--- src/rtl/nibble_serial_add_ctrl.sv ---
// ---------------------------------------------------------------------------
// nibble_serial_add_ctrl
//
// Adds two WIDTH-bit operands over WIDTH/4 cycles using one shared 4-bit
// ripple-carry slice. The carry between nibbles is kept in a register.
// There is a valid/ready handshake on the operand side and on the result side.
//
// Optional feature (compile-time macro NIBBLE_ADD_SUB_EN):
//   When the macro is defined, the sub port is present. With sub=1 the block
//   computes a - b. It does this by inverting the B nibbles and forcing the
//   initial carry to 1. In that mode cout=1 means no borrow.
//
// Ports:
//   clk        in   clock, rising edge
//   rst_n      in   asynchronous active-low reset
//   in_valid   in   operand set valid
//   in_ready   out  block can accept an operand set (IDLE, not in reset)
//   a, b       in   WIDTH-bit operands
//   cin        in   initial carry-in
//   sub        in   subtract request (NIBBLE_ADD_SUB_EN only)
//   out_valid  out  result valid (DONE)
//   out_ready  in   consumer accepts result
//   sum        out  WIDTH-bit result
//   cout       out  carry-out of the top nibble
//   busy       out  high while nibbles are being processed (RUN)
// ---------------------------------------------------------------------------
module nibble_serial_add_ctrl #(
    parameter int WIDTH = 16
) (
    input  logic             clk,
    input  logic             rst_n,
    input  logic             in_valid,
    output logic             in_ready,
    input  logic [WIDTH-1:0] a,
    input  logic [WIDTH-1:0] b,
    input  logic             cin,
`ifdef NIBBLE_ADD_SUB_EN
    input  logic             sub,
`endif
    output logic             out_valid,
    input  logic             out_ready,
    output logic [WIDTH-1:0] sum,
    output logic             cout,
    output logic             busy
);

    localparam int NIBBLES = WIDTH / 4;
    localparam int CW      = (NIBBLES > 1) ? $clog2(NIBBLES) : 1;
    localparam int IW      = $clog2(WIDTH);
    localparam logic [CW-1:0] LAST_NIB = CW'(NIBBLES - 1);

    typedef enum logic [1:0] {
        ST_IDLE = 2'd0,
        ST_RUN  = 2'd1,
        ST_DONE = 2'd2
    } state_e;

    state_e           state_q, state_d;
    logic [CW-1:0]    cnt_q, cnt_d;
    logic [WIDTH-1:0] a_q, a_d;
    logic [WIDTH-1:0] b_q, b_d;
    logic [WIDTH-1:0] sum_q, sum_d;
    logic             carry_q, carry_d;
    logic             cout_q, cout_d;
`ifdef NIBBLE_ADD_SUB_EN
    logic             sub_q, sub_d;
`endif

    logic [IW-1:0]    base_s;
    logic [3:0]       slice_a_s;
    logic [3:0]       slice_b_s;
    logic [4:0]       slice_res_s;

    // The one 4-bit ripple-carry slice: {carry_out, sum[3:0]}.
    function automatic logic [4:0] slice_add(input logic [3:0] x,
                                             input logic [3:0] y,
                                             input logic       c);
        slice_add = {1'b0, x} + {1'b0, y} + {4'b0000, c};
    endfunction

    // Select nibble k of the latched operands and feed it to the slice.
    always_comb begin
        base_s    = IW'({cnt_q, 2'b00});
        slice_a_s = a_q[base_s +: 4];
`ifdef NIBBLE_ADD_SUB_EN
        slice_b_s = sub_q ? ~b_q[base_s +: 4] : b_q[base_s +: 4];
`else
        slice_b_s = b_q[base_s +: 4];
`endif
        slice_res_s = slice_add(slice_a_s, slice_b_s, carry_q);
    end

    // Next-state and datapath update for the IDLE -> RUN -> DONE sequence.
    always_comb begin
        state_d = state_q;
        cnt_d   = cnt_q;
        a_d     = a_q;
        b_d     = b_q;
        sum_d   = sum_q;
        carry_d = carry_q;
        cout_d  = cout_q;
`ifdef NIBBLE_ADD_SUB_EN
        sub_d   = sub_q;
`endif
        case (state_q)
            ST_IDLE: begin
                if (in_valid && in_ready) begin
                    a_d     = a;
                    b_d     = b;
                    sum_d   = {WIDTH{1'b0}};
                    cnt_d   = {CW{1'b0}};
`ifdef NIBBLE_ADD_SUB_EN
                    sub_d   = sub;
                    // Two's-complement subtract: the +1 enters as the carry.
                    carry_d = sub ? 1'b1 : cin;
`else
                    carry_d = cin;
`endif
                    state_d = ST_RUN;
                end else begin
                    state_d = ST_IDLE;
                end
            end
            ST_RUN: begin
                sum_d[base_s +: 4] = slice_res_s[3:0];
                carry_d            = slice_res_s[4];
                if (cnt_q == LAST_NIB) begin
                    // The counter stays at the last nibble; only accept clears it.
                    cout_d  = slice_res_s[4];
                    state_d = ST_DONE;
                end else begin
                    cnt_d   = cnt_q + {{(CW-1){1'b0}}, 1'b1};
                    state_d = ST_RUN;
                end
            end
            ST_DONE: begin
                if (out_ready) begin
                    state_d = ST_IDLE;
                end else begin
                    state_d = ST_DONE;
                end
            end
            default: begin
                state_d = ST_IDLE;
            end
        endcase
    end

    // State and datapath registers with asynchronous reset.
    always_ff @(posedge clk or negedge rst_n) begin
        if (!rst_n) begin
            state_q <= ST_IDLE;
            cnt_q   <= {CW{1'b0}};
            a_q     <= {WIDTH{1'b0}};
            b_q     <= {WIDTH{1'b0}};
            sum_q   <= {WIDTH{1'b0}};
            carry_q <= 1'b0;
            cout_q  <= 1'b0;
`ifdef NIBBLE_ADD_SUB_EN
            sub_q   <= 1'b0;
`endif
        end else begin
            state_q <= state_d;
            cnt_q   <= cnt_d;
            a_q     <= a_d;
            b_q     <= b_d;
            sum_q   <= sum_d;
            carry_q <= carry_d;
            cout_q  <= cout_d;
`ifdef NIBBLE_ADD_SUB_EN
            sub_q   <= sub_d;
`endif
        end
    end

    // in_ready is held low while reset is asserted. The other outputs are
    // decoded from registered state.
    assign in_ready  = rst_n && (state_q == ST_IDLE);
    assign out_valid = (state_q == ST_DONE);
    assign busy      = (state_q == ST_RUN);
    assign sum       = sum_q;
    assign cout      = cout_q;

endmodule
--- config.mk ---
export PLATFORM = sky130hd
export DESIGN_NAME = nibble_serial_add_ctrl
export DESIGN_NICKNAME = d
export VERILOG_FILES = /design/src/rtl/nibble_serial_add_ctrl.sv
export SDC_FILE = /design/constraint.sdc
export NUM_CORES = 1
export LEC_CHECK = 0
export BUFFER_PORTS_ARGS = -buffer_cell sky130_fd_sc_hd__buf_2
export CAP_MARGIN = 10
export CORE_MARGIN = 10
export CORE_UTILIZATION = 55
export DETAILED_ROUTE_END_ITERATION = 6
export GPL_TIMING_DRIVEN = 1
export PLACE_DENSITY = 0.81
export SYNTH_ARGS = -nofsm -noshare
export SYNTH_HDL_FRONTEND = slang
export SYNTH_SLANG_ARGS = --single-unit
--- constraint.sdc ---
create_clock -name clk -period 4.3 [get_ports clk]
set_clock_uncertainty 0.2 [all_clocks]
set_input_delay 0.43 -clock clk [delete_from_list [all_inputs] [get_ports clk]]
set_output_delay 0.43 -clock clk [all_outputs]
set_load 0.01 [all_outputs]
==> impl_metrics.csv <==
group,metric,value,unit
outcome,outcome,"complete, no violations",
die,core,4720,µm²
placement,portBuffers,56,
routing,vias,1591,
critical_path,crit_chain,"mux4_2 -> fa_1 -> fa_1 -> a21o_1 -> a21oi_1 -> o221ai_1",
routing,drtIter0Drc,48,
routing,top_layer,"met4",
routing,post_drt_wl_per_cell,17.4,µm
routing,drc_errors,0,
synth,synthAdderAreaFrac,4.78,%
global_route,grt_max_degree,57,
critical_path,crit_type,"reg -> reg",
synth,synth_mux_area_share,24.6,%
die,pin_count,57,
critical_path,cp-end-kind,"flip-flop",
routing,wl_met1,2240,µm
placement,gp_congestion,0.795,
pwr,p_leak,1.50,nW
die,die-area,8050,µm²
critical_path,critPathTopFamily,"adder cells",
routing,wl_met3,311,µm
routing,firstDrtPassIters,4,
synth,syn-num-nets,216,
cts,clk_pin_slew,80,ps
pwr,ir_drop,0.451,mV
cts,clockBufferDepth,2,
cts,cts_tree,"yes",
run,cap_violations,0,
synth,synth-edff-count,0,
timing,tightest_slew,721,ps
synth,synth_area,2670,µm²
cts,clock_latency,300,ps
routing,wl_met2,2470,µm
timing,rsz0062_at_grt,"false",
cts,htreeDepth,2,
final_layout,num-nets-final,273,
synth,synth.avg_cell_area,15.7,µm²
synth,yosysUniqueCellTypes,37,
critical_path,r2r_start,"cnt_q[0]",
global_route,grt_usage,12.7,%
synth,synth_xor_xnor_area_share,0.328,%
final_layout,final_area,3070,µm²
global_route,first_global_vias,1704,
timing,clock.fmax,319,MHz
global_route,antenna_found_initial,0,
routing,drt-total-wl,5090,µm
synth,synth-compound-area-share,8.85,%
timing,hold_viol,0,
final_layout,post-route-util,65.0,%
pwr,p_per_area,816,nW/µm²
synth,synth-seq-area-share,50.6,%
routing,postRouteAntennaNets,0,
critical_path,critPathArrivalTime,3080,ps
cts,cts_setup_buffers,0,
timing,fin_crit_sh,72.8,%
timing,finalMaxSlewViolations,0,
placement,dp_hpwl,4010,µm
critical_path,cpPeakStageDelay,810,ps
synth,yosys_warnings,0,
synth,synthArstFlopShare,100,%
critical_path,worst-path-buf-inv,0,
global_route,grt_pass1_wl,8470,µm
critical_path,critPathRequiredTime,4250,ps
critical_path,r2r_cells,6,
synth,synthFlopType,"dfrtp_1",
timing,fin_hold_ws,112,ps
pwr,p_total,2.50,mW
final_layout,syn_to_final_growth,14.8,%
critical_path,critPathSlowestCell,"dfrtp_1",
cts,cts_buffers,5,
critical_path,path_max_fanout,14,
critical_path,r2r-end,"carry_q",
die,row_count,25,
worst_hold_path,holdCritPathClass,"in -> async",
final_layout,fill_cells,356,
synth,ys_ff_latch,54,
synth,synthSimpleGateAreaFrac,7.72,%
routing,viasPerCell,5.43,
die,die_y,89.7,µm
critical_path,ff2ff_setup_slack,1170,ps
global_route,grt_overflow_total,0,
timing,finalSetupTns,0,ps
final_layout,drive_above_1_share,49.1,%
synth,synth_top_family_by_area,"multiplexers",
timing,min_period,3130,ps
die,die_w,89.7,µm
critical_path,crit_path_start_kind,"flip-flop",
critical_path,cpMostUsedCell,"fa_1",
die,initial_core_util,56.6,%
timing,slew_headroom,51.9,%
timing,setup_viol,0,
synth,synth_cells,170,
final_layout,n_antenna_cell,0,
placement,place_area,2990,µm²
cts,cts_hold_buf,0,
cts,post_cts_resized,0,
cts,clock_sinks,54,
cts,root_buffer,"clkbuf_8",
placed cells by master (no fill, tap or decap):
master	Yosys	routed
a211oi_1	1	1
a21o_1	5	5
a21oi_1	2	2
a22o_1	13	13
a31oi_1	1	1
a32o_1	4	4
and4bb_2	0	1
buf_2	2	56
buf_4	1	2
clkbuf_8	0	6
dfrtp_1	54	54
fa_1	2	2
ha_1	7	7
inv_1	3	3
inv_2	2	2
mux2_1	4	4
mux2_2	1	1
mux2_4	28	28
mux4_2	8	8
nand2_1	7	7
nand2b_1	1	1
nand2b_2	1	1
nand3_1	1	1
nand3b_4	1	1
nor2_1	3	3
nor2b_1	1	1
nor3b_1	1	1
nor3b_2	1	1
nor4_2	1	1
nor4_4	1	1
nor4b_4	2	2
o21ai_1	1	1
o21bai_1	1	1
o221ai_1	1	1
or3b_1	1	1
xor2_1	1	1
power breakdown:
group	leakage (nW)	switching, mW	internal [mW]
logic	0.784	0.601	0.687
registers	0.674	0.202	0.746
clock network	0.0431	0.144	0.124
total	1.50	0.947	1.56
how the worst max path moves through the flow:
stage          startpoint  cells after the start  endpoint  slack (ps)
6_report         cnt_q[0]                      6   carry_q        1170
3_5_place_dp     cnt_q[0]                      6   carry_q        1140
5_1_grt          cnt_q[0]                      6   carry_q         950
2_1_floorplan    cnt_q[0]                      7   carry_q        1450
4_1_cts          cnt_q[0]                      6   carry_q        1130
3_3_place_gp     cnt_q[0]                      6   carry_q        1200
per-stage QoR:
stage          setup WS, ps  cells
4_1_cts                1130    293
6_report               1170    293
3_5_place_dp           1140    287
5_1_grt                 948    293
2_1_floorplan          1450    170
3_3_place_gp           1200    287
sequential cells by signal (all words and copies together) (netlist names):
| signal | count |
|---|---|
| b_q | 16 |
| cnt_q | 2 |
| carry_q | 1 |
| sum | 16 |
| a_q | 16 |
| cout | 1 |
| state_q | 2 |
cells in the mapped netlist (all sizes together), types with 2 or more instances:
cell / n / area (µm²)
nor2: 3 / 11.3
fa: 2 / 40.0
nand2: 7 / 26.3
a21o: 5 / 37.5
mux2: 33 / 477
nor4b: 2 / 47.6
nor3b: 2 / 20.0
a22o: 13 / 114
a32o: 4 / 40.0
nand2b: 2 / 15.0
dfrtp: 54 / 1350
ha: 7 / 87.6
buf: 7 / 62.6
mux4: 8 / 180
a21oi: 2 / 10.0
nor4: 2 / 33.8
inv: 5 / 18.8
layer usage:
layer | global-route usage, % | vias up
li1 | - | 752
met1 | 15.2 | 791
met2 | 20.7 | 43
met3 | 4.57 | 5
met4 | 4.04 | 0
met5 | 0 | -
kinds of logic (layout without fill, tap and decap cells):
family,after synthesis,after routing
AOI/OAI and AO/OA,29,29
xor gates and xnor gates,1,1
adders and majority gates,9,9
buffers and inverters,13,69
DFF,54,54
muxes,41,41
and+or+nand+nor,23,23
final cells by class:
type                    instances  area [µm²]  area share [%]
well taps                      67        83.8            2.73
repair buffers                 58         295            9.62
inverters                       5        18.8           0.612
flip-flops and latches         54        1350            44.0
multi-input cells             103        1240            40.3
clock buffers                   6        82.6            2.69
Note: power is estimated with default switching activity, not from simulation.
